$ cat config.mk
export PLATFORM = sky130hd
export DESIGN_NAME = ir_regfile_stage
export DESIGN_NICKNAME = d
export VERILOG_FILES = /design/src/rtl/proc_pkg.sv /design/src/rtl/regfile_2r1w.sv /design/src/rtl/ir_regfile_stage.sv
export SDC_FILE = /design/constraint.sdc
export NUM_CORES = 1
export LEC_CHECK = 0
export ABC_AREA = 0
export BUFFER_PORTS_ARGS = -buffer_cell sky130_fd_sc_hd__buf_2
export CORE_MARGIN = 1.5
export CORE_UTILIZATION = 56
export CTS_CLUSTER_SIZE = 25
export DETAILED_ROUTE_END_ITERATION = 6
export PLACE_DENSITY = 0.74
export SKIP_CTS_REPAIR_TIMING = 1
export SLEW_MARGIN = 10
export SYNTH_ARGS = -nofsm -noshare
export SYNTH_HDL_FRONTEND = slang
export SYNTH_SLANG_ARGS = --single-unit
$ cat constraint.sdc
create_clock -name clk -period 1.7 [get_ports clk]
set_input_delay 0.085 -clock clk [delete_from_list [all_inputs] [get_ports clk]]
set_output_delay 0.085 -clock clk [all_outputs]
set_load 0.03 [all_outputs]
$ cat src/rtl/proc_pkg.sv
// Shared definitions for the teaching-processor front end: opcodes,
// instruction field positions and a width-generic field extractor.
package proc_pkg;

  localparam int OPC_W_DEF = 4;

  typedef enum logic [OPC_W_DEF-1:0] {
    OPC_NOP = 4'h0,
    OPC_ADD = 4'h1,
    OPC_SUB = 4'h2,
    OPC_AND = 4'h3,
    OPC_OR  = 4'h4,
    OPC_XOR = 4'h5,
    OPC_LD  = 4'h6,
    OPC_ST  = 4'h7
  } opcode_e;

  // Field positions in units of AW bits, counted from the LSB.
  // Layout MSB->LSB: opcode, rd, rs1, rs2.
  localparam int FLD_RS2 = 0;
  localparam int FLD_RS1 = 1;
  localparam int FLD_RD  = 2;
  localparam int FLD_OPC = 3;

  // Pull a w-bit field starting at idx*aw out of an instruction word.
  // Callers truncate the result to the field width; no sign extension.
  function automatic logic [31:0] get_field(input logic [63:0] word,
                                            input int aw, input int idx,
                                            input int w);
    logic [63:0] sh;
    sh = word >> (idx * aw);
    return 32'(sh & ((64'd1 << w) - 64'd1));
  endfunction

endpackage

$ cat src/rtl/regfile_2r1w.sv
// Two-read/one-write register file: combinational reads, synchronous
// write, whole array cleared on reset. Optional hard-wired zero register.
module regfile_2r1w #(
  parameter int DATA_W   = 16,
  parameter int NREGS    = 16,
  parameter bit ZERO_REG = 1'b1,
  localparam int AW      = $clog2(NREGS)
) (
  input  logic              clk,
  input  logic              rst_n,
  input  logic [AW-1:0]     raddr1,
  input  logic [AW-1:0]     raddr2,
  output logic [DATA_W-1:0] rdata1,
  output logic [DATA_W-1:0] rdata2,
  input  logic              we,
  input  logic [AW-1:0]     waddr,
  input  logic [DATA_W-1:0] wdata
);

  logic [DATA_W-1:0] mem [NREGS];

  // Write port; index 0 is dropped when it is the zero register.
  always_ff @(posedge clk or negedge rst_n) begin
    if (!rst_n) begin
      for (int i = 0; i < NREGS; i++) mem[i] <= '0;
    end else if (we && !(ZERO_REG && waddr == '0)) begin
      mem[waddr] <= wdata;
    end
  end

  // Asynchronous read ports.
  always_comb begin
    rdata1 = (ZERO_REG && raddr1 == '0) ? '0 : mem[raddr1];
    rdata2 = (ZERO_REG && raddr2 == '0) ? '0 : mem[raddr2];
  end

endmodule

$ cat src/rtl/ir_regfile_stage.sv
// Instruction register + register-file read stage. One-entry output
// buffer with write-back forwarding at accept and operand refresh
// while the bundle is stalled.
module ir_regfile_stage
  import proc_pkg::*;
#(
  parameter int DATA_W   = 16,
  parameter int NREGS    = 16,
  parameter int OPC_W    = 4,
  parameter bit ZERO_REG = 1'b1,
  localparam int AW      = $clog2(NREGS),
  localparam int INSTR_W = OPC_W + 3 * AW
) (
  input  logic               clk,
  input  logic               rst_n,
  input  logic               instr_valid,
  output logic               instr_ready,
  input  logic [INSTR_W-1:0] instr,
  input  logic               wb_en,
  input  logic [AW-1:0]      wb_addr,
  input  logic [DATA_W-1:0]  wb_data,
  output logic               out_valid,
  input  logic               out_ready,
  output logic [OPC_W-1:0]   out_opcode,
  output logic [AW-1:0]      out_rd,
  output logic [DATA_W-1:0]  out_rs1_val,
  output logic [DATA_W-1:0]  out_rs2_val
);

  typedef struct packed {
    logic [OPC_W-1:0] opc;
    logic [AW-1:0]    rd;
    logic [AW-1:0]    rs1;
    logic [AW-1:0]    rs2;
  } dec_t;

  dec_t              d_in, d_q;
  logic [DATA_W-1:0] rf_rd1, rf_rd2;
  logic              accept, stall, wb_live;
  logic              fwd1, fwd2, hit1, hit2;

  // Field split of the incoming word.
  always_comb begin
    d_in.opc = OPC_W'(get_field(64'(instr), AW, FLD_OPC, OPC_W));
    d_in.rd  = AW'(get_field(64'(instr), AW, FLD_RD, AW));
    d_in.rs1 = AW'(get_field(64'(instr), AW, FLD_RS1, AW));
    d_in.rs2 = AW'(get_field(64'(instr), AW, FLD_RS2, AW));
  end

  regfile_2r1w #(.DATA_W(DATA_W), .NREGS(NREGS), .ZERO_REG(ZERO_REG)) u_rf (
    .clk    (clk),
    .rst_n  (rst_n),
    .raddr1 (d_in.rs1),
    .raddr2 (d_in.rs2),
    .rdata1 (rf_rd1),
    .rdata2 (rf_rd2),
    .we     (wb_en),
    .waddr  (wb_addr),
    .wdata  (wb_data)
  );

  assign instr_ready = !out_valid || out_ready;
  assign accept      = instr_valid && instr_ready;
  assign stall       = out_valid && !out_ready;

  // A write that actually lands in the file (zero register excluded).
  assign wb_live = wb_en && !(ZERO_REG && wb_addr == '0);
  assign fwd1    = wb_live && wb_addr == d_in.rs1;
  assign fwd2    = wb_live && wb_addr == d_in.rs2;
  assign hit1    = wb_live && wb_addr == d_q.rs1;
  assign hit2    = wb_live && wb_addr == d_q.rs2;

  // Output buffer: load on accept, refresh held operands on stall, drain.
  always_ff @(posedge clk or negedge rst_n) begin
    if (!rst_n) begin
      d_q         <= '0;
      out_valid   <= 1'b0;
      out_rs1_val <= '0;
      out_rs2_val <= '0;
    end else if (accept) begin
      d_q         <= d_in;
      out_valid   <= 1'b1;
      out_rs1_val <= fwd1 ? wb_data : rf_rd1;
      out_rs2_val <= fwd2 ? wb_data : rf_rd2;
    end else begin
      if (out_ready) out_valid <= 1'b0;
      if (stall && hit1) out_rs1_val <= wb_data;
      if (stall && hit2) out_rs2_val <= wb_data;
    end
  end

  assign out_opcode = d_q.opc;
  assign out_rd     = d_q.rd;

endmodule

==> run_results.csv, run 1 <==
group,metric,value,unit
run_status,status,"finished with violations",
run_status,violations,"hold timing",
synth,mappedNetlistArea,15900,um2
final_layout,syn2layout_area_growth,18.3,%
die,rows,61,
route,drtIter0Drc,922,
global_routing,grt_usage,29.9,%
placement,preCtsSetupSlack,-0.145,ns
power_and_ir_drop,p_leak,0.00810,uW
die,die_h,172,um
final_layout,drive_gt1_share,50.6,%
clocking,clock_latency,0.51,ns
timing,setup_viol,0,
worst_setup_path,startpoint_type,"flip-flop",
placement,globalplace.congestion,0.839,
route,drc,0,
synth,synthesis.instances,1130,
timing,worst_pin_slew,0.554,ns
synth,synth_flop_cell,"dfrtp_1",
hold_path,min_to,"out_rs2_val[0]",
worst_setup_path,reg2reg_slack,0.02,ns
timing,hold_violations,6,
clocking,cts_tree,"yes",
placement,port_buffers,82,
synth,postSynthNetCount,1171,
final_layout,final_common_cell,"dfrtp_1",
timing,fmax,594,MHz
worst_setup_path,crit_arrival,2.11,ns
clocking,cts_root_buffer,"clkbuf_16",
final_layout,final_cell_mix,"304 x dfrtp_1, 256 x mux2_2, 99 x nand2_1, 88 x mux4_2, 79 x buf_2",
clocking,h-tree-depth,2,
timing,rsz0062_at_grt,"true",
placement,dp_hpwl,26.6,mm
die,die_x,172,um
global_routing,grt_max_degree,62,
die,core,27900,um2
synth,ys_ff_latch,305,
timing,fin_setup_tns,0,ns
route,viasPerCell,6.53,
timing,drv_slew,0,
die,die_area,29500,um2
clocking,clk_path_buf_depth,3,
route,vias,10700,
timing,slew_headroom,63.1,%
synth,ys_warn_count,0,
clocking,cts_buffers,34,
synth,async_reset_ff_share,100,%
final_layout,diodes,0,
route,routedWlPerCell,25.9,um
route,dr.pass1.iters,5,
clocking,cts.sinks,305,
worst_setup_path,cp_max_fo,16,
final_layout,fin_nets,1282,
worst_setup_path,endpoint_kind,"flip-flop",
route,wirelength_met1,17.0,mm
worst_setup_path,reg2reg_depth,6,
synth,synth.distinct_cells,47,
hold_path,hp-class,"input pin to flip-flop",
die,io_pins,83,
global_routing,grt_pass1_vias,11100,
route,dr_wl_met2,20.7,mm
timing,worst_slack,0.0155,ns
worst_setup_path,cp.required,2.12,ns
route,met3_length,3.02,mm
route,top_layer,"met4",
timing,fin_crit_sh,99.1,%
final_layout,post-route-util,67.6,%
global_routing,grt_pass1_wl,65.0,mm
worst_setup_path,r2r-start,"out_valid",
power_and_ir_drop,power.density,1220,nW/um2
run,drv_cap,0,
clocking,clk_pin_slew_worst_paths,0.06,ns
route,wl,42.6,mm
synth,seq_area_frac_synth,47.9,%
timing,whs,-0.0145,ns
hold_path,hold_path_startpoint,"wb_data[0]",
worst_setup_path,r2r_end,"out_rs2_val[11]",
hold_path,worst_hold_path.num_cells,3,
synth,avgSynthCellArea,14.1,um2
global_routing,grt.overflow.total,0,
timing,finClkSkew,0.0118,ns
timing,post-route-min-period,1.68,ns
worst_setup_path,critical_path_class,"flip-flop to flip-flop",
route,drtAntennaViolNets,0,
synth,synth_edf_count,0,
power_and_ir_drop,total_power,22900,uW
global_routing,antenna_found_initial,0,
die,start_util,57.2,%
power_and_ir_drop,ir_drop,0.637,mV
-- worst max-delay path, cell delays in order (launching register included) --
cell and delay [ns]:
dfrtp_2 0.42, nand2b_4 0.12, nand2_4 0.06, a211o_1 0.26
buf_12 0.18, or3_4 0.39, a31oi_1 0.17
-- how the worst max path moves through the flow --
stage	startpoint	endpoint	cells after the start
floorplan	instr[4]	out_rs1_val[0]	6
global placement	wb_addr[2]	u_rf.mem[195]	7
detailed placement	wb_addr[1]	out_rs2_val[11]	7
CTS	out_valid	out_rs2_val[13]	6
global route	out_valid	out_rs2_val[11]	6
finish	out_valid	out_rs2_val[11]	6
-- cells in the mapped netlist, types with 2 or more instances --
cell	instances	area (um2)
clkbuf_1	55	206
a21oi_1	18	90.1
mux4_1	3	78.8
o221ai_1	15	131
mux2i_1	18	180
nor3b_1	2	15.0
o22ai_1	32	200
nor2_1	42	158
dfrtp_1	305	7630
nor2b_1	6	37.5
nand3b_1	3	22.5
nand2_1	100	375
buf_2	29	145
a31oi_1	16	100
nand2b_1	8	50.1
clkbuf_8	5	68.8
dlymetal6s2s_1	2	25.0
xnor2_1	6	52.6
buf_1	10	37.5
xor2_1	10	87.6
buf_6	3	33.8
buf_4	10	75.1
mux2_2	256	2880
a2111oi_0	4	35.0
nor4_1	2	12.5
mux4_4	33	826
mux4_2	88	1980
or3_1	20	125
dlygate4sd1_1	11	96.3
-- kinds of logic after synthesis --
family / Yosys count / synth area share, %
xor gates and xnor gates: 16 / 0.880
muxes: 398 / 37.3
AOI/OAI and AO/OA: 94 / 4.12
and+or+nand+nor: 192 / 5.43
DFF: 305 / 47.9
buffers and inverters: 125 / 4.32
-- sequential cells by signal, summed over array words and instances (netlist names) --
| name | count |
|---|---|
| u_rf.mem | 256 |
| out_rs1_val | 16 |
| out_rs2_val | 16 |
| d_q | 8 |
| out_opcode | 4 |
| out_rd | 4 |
| out_valid | 1 |
-- power by group --
group | internal (uW) | switching (uW)
clock network | 4690 | 2920
registers | 8810 | 1200
logic | 3090 | 2210
-- per-layer routing --
layer / global-route usage [%] / vias to the layer above
met3: 4.49 / 139
met5: 0 / -
met2: 48.7 / 495
met4: 13.5 / 0
li1: - / 4470
met1: 40.1 / 5619
-- metrics by stage --
| stage | instance area (um2) | std cells |
|---|---|---|
| after detailed placement | 17500 | 1567 |
| final | 18800 | 1642 |
| after floorplan | 16000 | 1130 |
| after global routing | 18800 | 1642 |
| after global placement | 17500 | 1567 |
| after CTS | 18700 | 1626 |
-- layout make-up --
class	instances	area, um2
Multi-Input combinational cell	700	7700
Timing Repair Buffer	200	1870
Tap cell	378	473
Clock buffer	49	998
Fill cell	1914	9010
Sequential cell	305	7630
Clock inverter	10	160
(Power assumes the default switching activity.)
==> run 2, diff against run 1 <==
--- a/config.mk
+++ b/config.mk
@@ -7,11 +7,13 @@
 export LEC_CHECK = 0
 export ABC_AREA = 0
 export BUFFER_PORTS_ARGS = -buffer_cell sky130_fd_sc_hd__buf_2
+export CORE_ASPECT_RATIO = 1.5
 export CORE_MARGIN = 1.5
 export CORE_UTILIZATION = 56
 export CTS_CLUSTER_SIZE = 25
 export DETAILED_ROUTE_END_ITERATION = 6
 export PLACE_DENSITY = 0.74
+export SETUP_SLACK_MARGIN = 0.05
 export SKIP_CTS_REPAIR_TIMING = 1
 export SLEW_MARGIN = 10
 export SYNTH_ARGS = -nofsm -noshare
==> run 2 against run 1 <==
The run ends with hold timing, setup timing left. Hold slack got worse by 0.024 ns. Core utilization increased by 0.64 points. Maximum frequency fell by 1.5%.
==> run_results.csv, run 2 (synthesis results as in run 1) <==
group,metric,value,unit
run_status,status,"finished with violations",
run_status,violations,"hold timing, setup timing",
hold_path,hp-class,"input pin to flip-flop",
timing,fmax,585,MHz
worst_setup_path,crit_arrival,2.15,ns
placement,globalplace.congestion,0.823,
placement,dp_hpwl,27.3,mm
final_layout,top_regs,"u_rf.mem x256, out_rs1_val x16, out_rs2_val x16",
timing,whs,-0.0383,ns
global_routing,grt_usage,30.1,%
final_layout,syn2layout_area_growth,19.8,%
route,drtAntennaViolNets,0,
worst_setup_path,critical_path_class,"flip-flop to flip-flop",
worst_setup_path,slowest_delay,0.38,ns
clocking,cts_buffers,30,
die,rows,75,
global_routing,grt_pass1_wl,66.4,mm
worst_setup_path,cp.buffers_inverters,4,
route,drc,0,
clocking,cts.sinks,305,
final_layout,fin_nets,1297,
clocking,h-tree-depth,1,
worst_setup_path,reg2reg_slack,-0.009,ns
placement,port_buffers,82,
power_and_ir_drop,power.density,1190,nW/um2
final_layout,n_fill_cell,1924,
route,wl,44.9,mm
clocking,cts_tree,"yes",
global_routing,grt_max_degree,67,
timing,finClkSkew,0.00981,ns
route,routedWlPerCell,27.6,um
timing,worst_pin_slew,0.468,ns
clocking,clk_path_buf_depth,3,
timing,worst_slack,-0.00933,ns
timing,slew_headroom,68.0,%
worst_setup_path,cp_slowest_cell,"dfrtp_2",
global_routing,grt_pass1_vias,11100,
final_layout,largest_reg_flops,256,
die,start_util,57.0,%
worst_setup_path,worstPathCellList,"nand2b_4, buf_6, nor4_4, buf_4, a21oi_4, buf_12, buf_12, nand2_1, o221ai_1",
timing,drv_slew,0,
timing,setup_viol,1,
timing,hold_violations,5,
final_layout,diodes,0,
timing,fin_crit_sh,101,%
placement,dpl_cell_area,17300,um2
timing,fin_setup_tns,-0.00933,ns
global_routing,grt.overflow.total,0,
route,vias,10900,
clocking,clk_pin_slew_worst_paths,0.06,ns
final_layout,final_common_cell,"dfrtp_1",
run,drv_cap,0,
route,viasPerCell,6.72,
global_routing,antenna_found_initial,0,
worst_setup_path,cp.required,2.14,ns
timing,post-route-min-period,1.71,ns
final_layout,finalInstanceArea,19100,um2
worst_setup_path,startpoint_type,"flip-flop",
die,core,28000,um2
worst_setup_path,crit_top_cell,"buf_12",
die,die_area,29500,um2
final_layout,final_cell_mix,"304 x dfrtp_1, 256 x mux2_2, 92 x nand2_1, 88 x mux4_2, 79 x buf_2",
die,die_h,210,um
worst_setup_path,endpoint_kind,"flip-flop",
die,io_pins,83,
clocking,cts_root_buffer,"clkbuf_16",
power_and_ir_drop,ir_drop,0.895,mV
power_and_ir_drop,p_leak,0.00819,uW
worst_setup_path,cp_max_fo,6,
die,die_x,141,um
worst_setup_path,critPathTopFamily,"buffers and inverters",
route,drtIter0Drc,868,
clocking,clock_latency,0.58,ns
final_layout,drive_gt1_share,52.4,%
route,dr.pass1.iters,5,
timing,rsz0062_at_grt,"true",
final_layout,largest-register,"u_rf.mem",
==> run 2: cell types whose count changed in the layout (fill, tap and decap cells not counted), moves of 3 or more <==
cell,previous run,this run
buf_6,0,3
nand2_2,0,4
nand2_1,99,92
clkinv_2,3,8
o221ai_2,1,13
o221ai_1,15,3
nand2_4,1,4
dlygate4sd3_1,15,28
buf_12,42,37
clkbuf_8,7,2
==> run 2: final timing paths <==
path                               startpoint  cells past startpoint        endpoint
max in group asynchronous               rst_n                      3    u_rf.mem[94]
min in group asynchronous               rst_n                      2    u_rf.mem[50]
worst max register to register      out_valid                      9  out_rs1_val[1]
worst min register to register  u_rf.mem[243]                      0   u_rf.mem[243]
worst max-delay path                out_valid                      9  out_rs1_val[1]
worst min-delay path               wb_data[0]                      3  out_rs1_val[0]
==> run 2: area by class of cell <==
cell class              count  area (um2)  share of cell area (%)
clock buffers              38         822                    4.31
repair buffers            218        2080                    10.9
flip-flops and latches    305        7630                    40.0
multi-input cells         701        7880                    41.3
clock inverters            17         244                    1.28
well taps                 346         433                    2.27
==> run 2: metrics by stage <==
stage	setup WS (ns)	hold WS, ns	utilization [%]	std cells	total power [uW]
after global routing	-0.0731	0.00203	68.3	1625	23700
after detailed placement	-0.154	0.00540	62.0	1528	15300
after global placement	-0.137	0.00428	62.0	1528	15000
after floorplan	0.0175	-0.211	-	1130	13600
after CTS	-0.0155	-0.609	65.8	1583	22500
final	-0.00933	-0.0383	68.3	1625	22800
==> run 2: where the power goes <==
part / leakage (uW) / switching (uW) / total (uW) / internal (uW)
clock network: 0.000523 / 2940 / 7260 / 4330
logic: 0.00392 / 2330 / 5530 / 3200
registers: 0.00375 / 1210 / 10000 / 8810
==> run 2: routing by layer <==
metal / GRT usage [%] / vias to the layer above / part of all wire [%]
met5: 0 / - / 0
met4: 14.7 / 0 / 5.4
met3: 3.86 / 162 / 7.0
li1: - / 4478 / -
met1: 38.8 / 5714 / 36
met2: 50.5 / 558 / 51
==> run 2: worst reg2reg max path: cells and delay by family, from the launching register on <==
| kind | cells | cell delay [ns] |
|---|---|---|
| AOI/OAI and AO/OA | 2 | 0.18 |
| DFF | 1 | 0.38 |
| buffers and inverters | 4 | 0.63 |
| and+or+nand+nor | 3 | 0.40 |
==> run 3, diff against run 2 <==
--- a/config.mk
+++ b/config.mk
@@ -9,10 +9,11 @@
 export BUFFER_PORTS_ARGS = -buffer_cell sky130_fd_sc_hd__buf_2
 export CORE_ASPECT_RATIO = 1.5
 export CORE_MARGIN = 1.5
-export CORE_UTILIZATION = 56
+export CORE_UTILIZATION = 58
+export CTS_BUF_LIST = sky130_fd_sc_hd__clkbuf_4
 export CTS_CLUSTER_SIZE = 25
 export DETAILED_ROUTE_END_ITERATION = 6
-export PLACE_DENSITY = 0.74
+export PLACE_DENSITY = 0.76
 export SETUP_SLACK_MARGIN = 0.05
 export SKIP_CTS_REPAIR_TIMING = 1
 export SLEW_MARGIN = 10
==> run 3 against run 2 <==
The run now ends clean. Clock skew rose by 0.013 ns. Total power fell by 5.8%. Core utilization rose by 0.70 points. Critical path depth fell by 6. Hold slack improved by 0.12 ns. Highest routed layer unchanged. Register-to-register slack improved by 0.08 ns. Cell area fell by 2.0%. Non-clock buffer count rose by 2. Wire length fell by 2.9%. Sequential power barely moved.
==> run_results.csv, run 3 (synthesis results as in run 1) <==
group,metric,value,unit
run_status,status,"complete, no violations",
die,rows,74,
worst_setup_path,r2r-start,"u_rf.mem[151]",
worst_setup_path,cp.required,1.62,ns
worst_setup_path,critical_path_class,"flip-flop to output pin",
worst_setup_path,reg2reg_slack,0.07,ns
final_layout,largest_reg_flops,256,
power_and_ir_drop,p_seq_share,46.4,%
global_routing,grt.overflow.total,0,
final_layout,fin_nets,1343,
final_layout,drive_gt1_share,52.0,%
clocking,cts_root_buffer,"clkbuf_4",
final_layout,final_common_cell,"dfrtp_1",
worst_setup_path,crit_arrival,1.55,ns
placement,port_buffers,82,
worst_setup_path,crit_end,"instr_ready",
route,viasPerCell,6.45,
clocking,cts_tree,"yes",
power_and_ir_drop,power.density,1150,nW/um2
power_and_ir_drop,netSwitchingFraction,29.7,%
timing,drv_slew,0,
power_and_ir_drop,switchingPower,6390,uW
hold_path,worst_hold_path.num_cells,4,
clocking,cts.sinks,305,
worst_setup_path,critPathTopFamily,"flip-flops",
route,drtAntennaViolNets,0,
run,drv_cap,0,
timing,fin_crit_sh,96.2,%
final_layout,final_cell_mix,"304 x dfrtp_1, 256 x mux2_2, 106 x clkbuf_4, 99 x nand2_1, 88 x mux4_2",
placement,globalplace.congestion,0.826,
placement,dp_hpwl,27.4,mm
route,routedWlPerCell,25.6,um
worst_setup_path,cp_max_fo,4,
power_and_ir_drop,p_leak,0.00815,uW
route,drc,0,
route,dr.pass1.iters,6,
final_layout,finalInstanceArea,18700,um2
timing,finClkSkew,0.0224,ns
worst_setup_path,cp.buffers_inverters,2,
die,io_pins,83,
route,vias,11000,
worst_setup_path,crit_start,"out_valid",
timing,post-route-min-period,1.64,ns
clocking,h-tree-depth,3,
worst_setup_path,cp_slowest_cell,"dfrtp_2",
timing,worst_pin_slew,0.481,ns
clocking,clk_pin_slew_worst_paths,0.08,ns
route,wl,43.6,mm
die,die_h,206,um
global_routing,grt_pass1_wl,65.3,mm
worst_setup_path,worstPathCellList,"nand2b_4, buf_4, buf_6",
power_and_ir_drop,total_power,21500,uW
timing,slew_headroom,67.1,%
clocking,clock_latency,0.73,ns
timing,fmax,611,MHz
worst_setup_path,reg2reg_depth,4,
global_routing,grt_max_degree,68,
clocking,cts_buffers,75,
power_and_ir_drop,pwr-share-clk,28.8,%
timing,hold_violations,0,
final_layout,largest-register,"u_rf.mem",
power_and_ir_drop,intPower,15100,uW
die,start_util,58.7,%
global_routing,grt_pass1_vias,11500,
route,drtIter0Drc,903,
global_routing,grt_usage,30.7,%
power_and_ir_drop,ir_drop,0.615,mV
hold_path,hp-class,"input pin to flip-flop",
worst_setup_path,slowest_delay,0.43,ns
die,die_x,138,um
die,die_area,28500,um2
timing,rsz0062_at_grt,"true",
placement,dpl_cell_area,17300,um2
die,core,27100,um2
clocking,clk_path_buf_depth,3,
final_layout,syn2layout_area_growth,17.5,%
timing,setup_viol,0,
final_layout,top_regs,"u_rf.mem x256, out_rs1_val x16, out_rs2_val x16",
worst_setup_path,startpoint_type,"flip-flop",
worst_setup_path,r2r_end,"out_rs1_val[7]",
worst_setup_path,endpoint_kind,"output pin",
power_and_ir_drop,combPwrFrac,24.8,%
global_routing,antenna_found_initial,1,
worst_setup_path,crit_cells,3,
run 3: per-stage QoR:
| step | setup WS, ns | hold slack, ns | std cells | TNS, ns | util [%] |
|---|---|---|---|---|---|
| 6_report | 0.0646 | 0.0866 | 1700 | 0 | 69.0 |
| 5_1_grt | -0.0255 | 0.0854 | 1699 | -0.0306 | 69.0 |
| 4_1_cts | -0.000251 | -0.778 | 1659 | -0.000251 | 67.3 |
| 3_5_place_dp | -0.152 | -0.00712 | 1528 | -2.97 | 63.8 |
| 3_3_place_gp | -0.128 | -0.00747 | 1528 | -2.01 | 63.8 |
| 2_1_floorplan | 0.0175 | -0.211 | 1130 | 0 | - |
run 3: how the worst min path moves through the flow:
stage | slack [ns] | startpoint | to
CTS | -0.78 | rst_n | u_rf.mem[164]
finish | 0.09 | instr[15] | out_opcode[3]
detailed placement | -0.007 | rst_n | u_rf.mem[98]
global placement | -0.007 | rst_n | u_rf.mem[98]
floorplan | -0.21 | rst_n | d_q[0]
global route | 0.09 | instr[15] | out_opcode[3]
run 3: layer usage:
| metal | track usage, % | vias to the layer above | wire length, um |
|---|---|---|---|
| met2 | 52.8 | 496 | 22400 |
| li1 | - | 4622 | - |
| met4 | 18.0 | 0 | 2380 |
| met5 | 0 | - | 0 |
| met3 | 5.72 | 153 | 2820 |
| met1 | 36.5 | 5697 | 16000 |
run 3: power by group through the flow:
stage	logic [uW]	clock network (uW)	registers (uW)
floorplan	3660	0	9940
global placement	5060	0	9940
detailed placement	5220	0	10000
CTS	5240	6310	9920
global route	5680	6690	10100
finish	5330	6180	9970
run 3: area by class of cell:
type	count	area, um2
Fill cell	1879	8420
Multi-Input combinational cell	700	7720
Sequential cell	305	7630
Timing Repair Buffer	220	1970
Clock buffer	106	796
Tap cell	342	428
Clock inverter	25	151
Antenna cell	2	5.00
run 3: worst register-to-register path: stages, from the launching register on:
cell and delay [ns]:
dfrtp_1 0.42, mux4_2 0.48, mux2_2 0.30, a21oi_4 0.18, o221ai_1 0.12
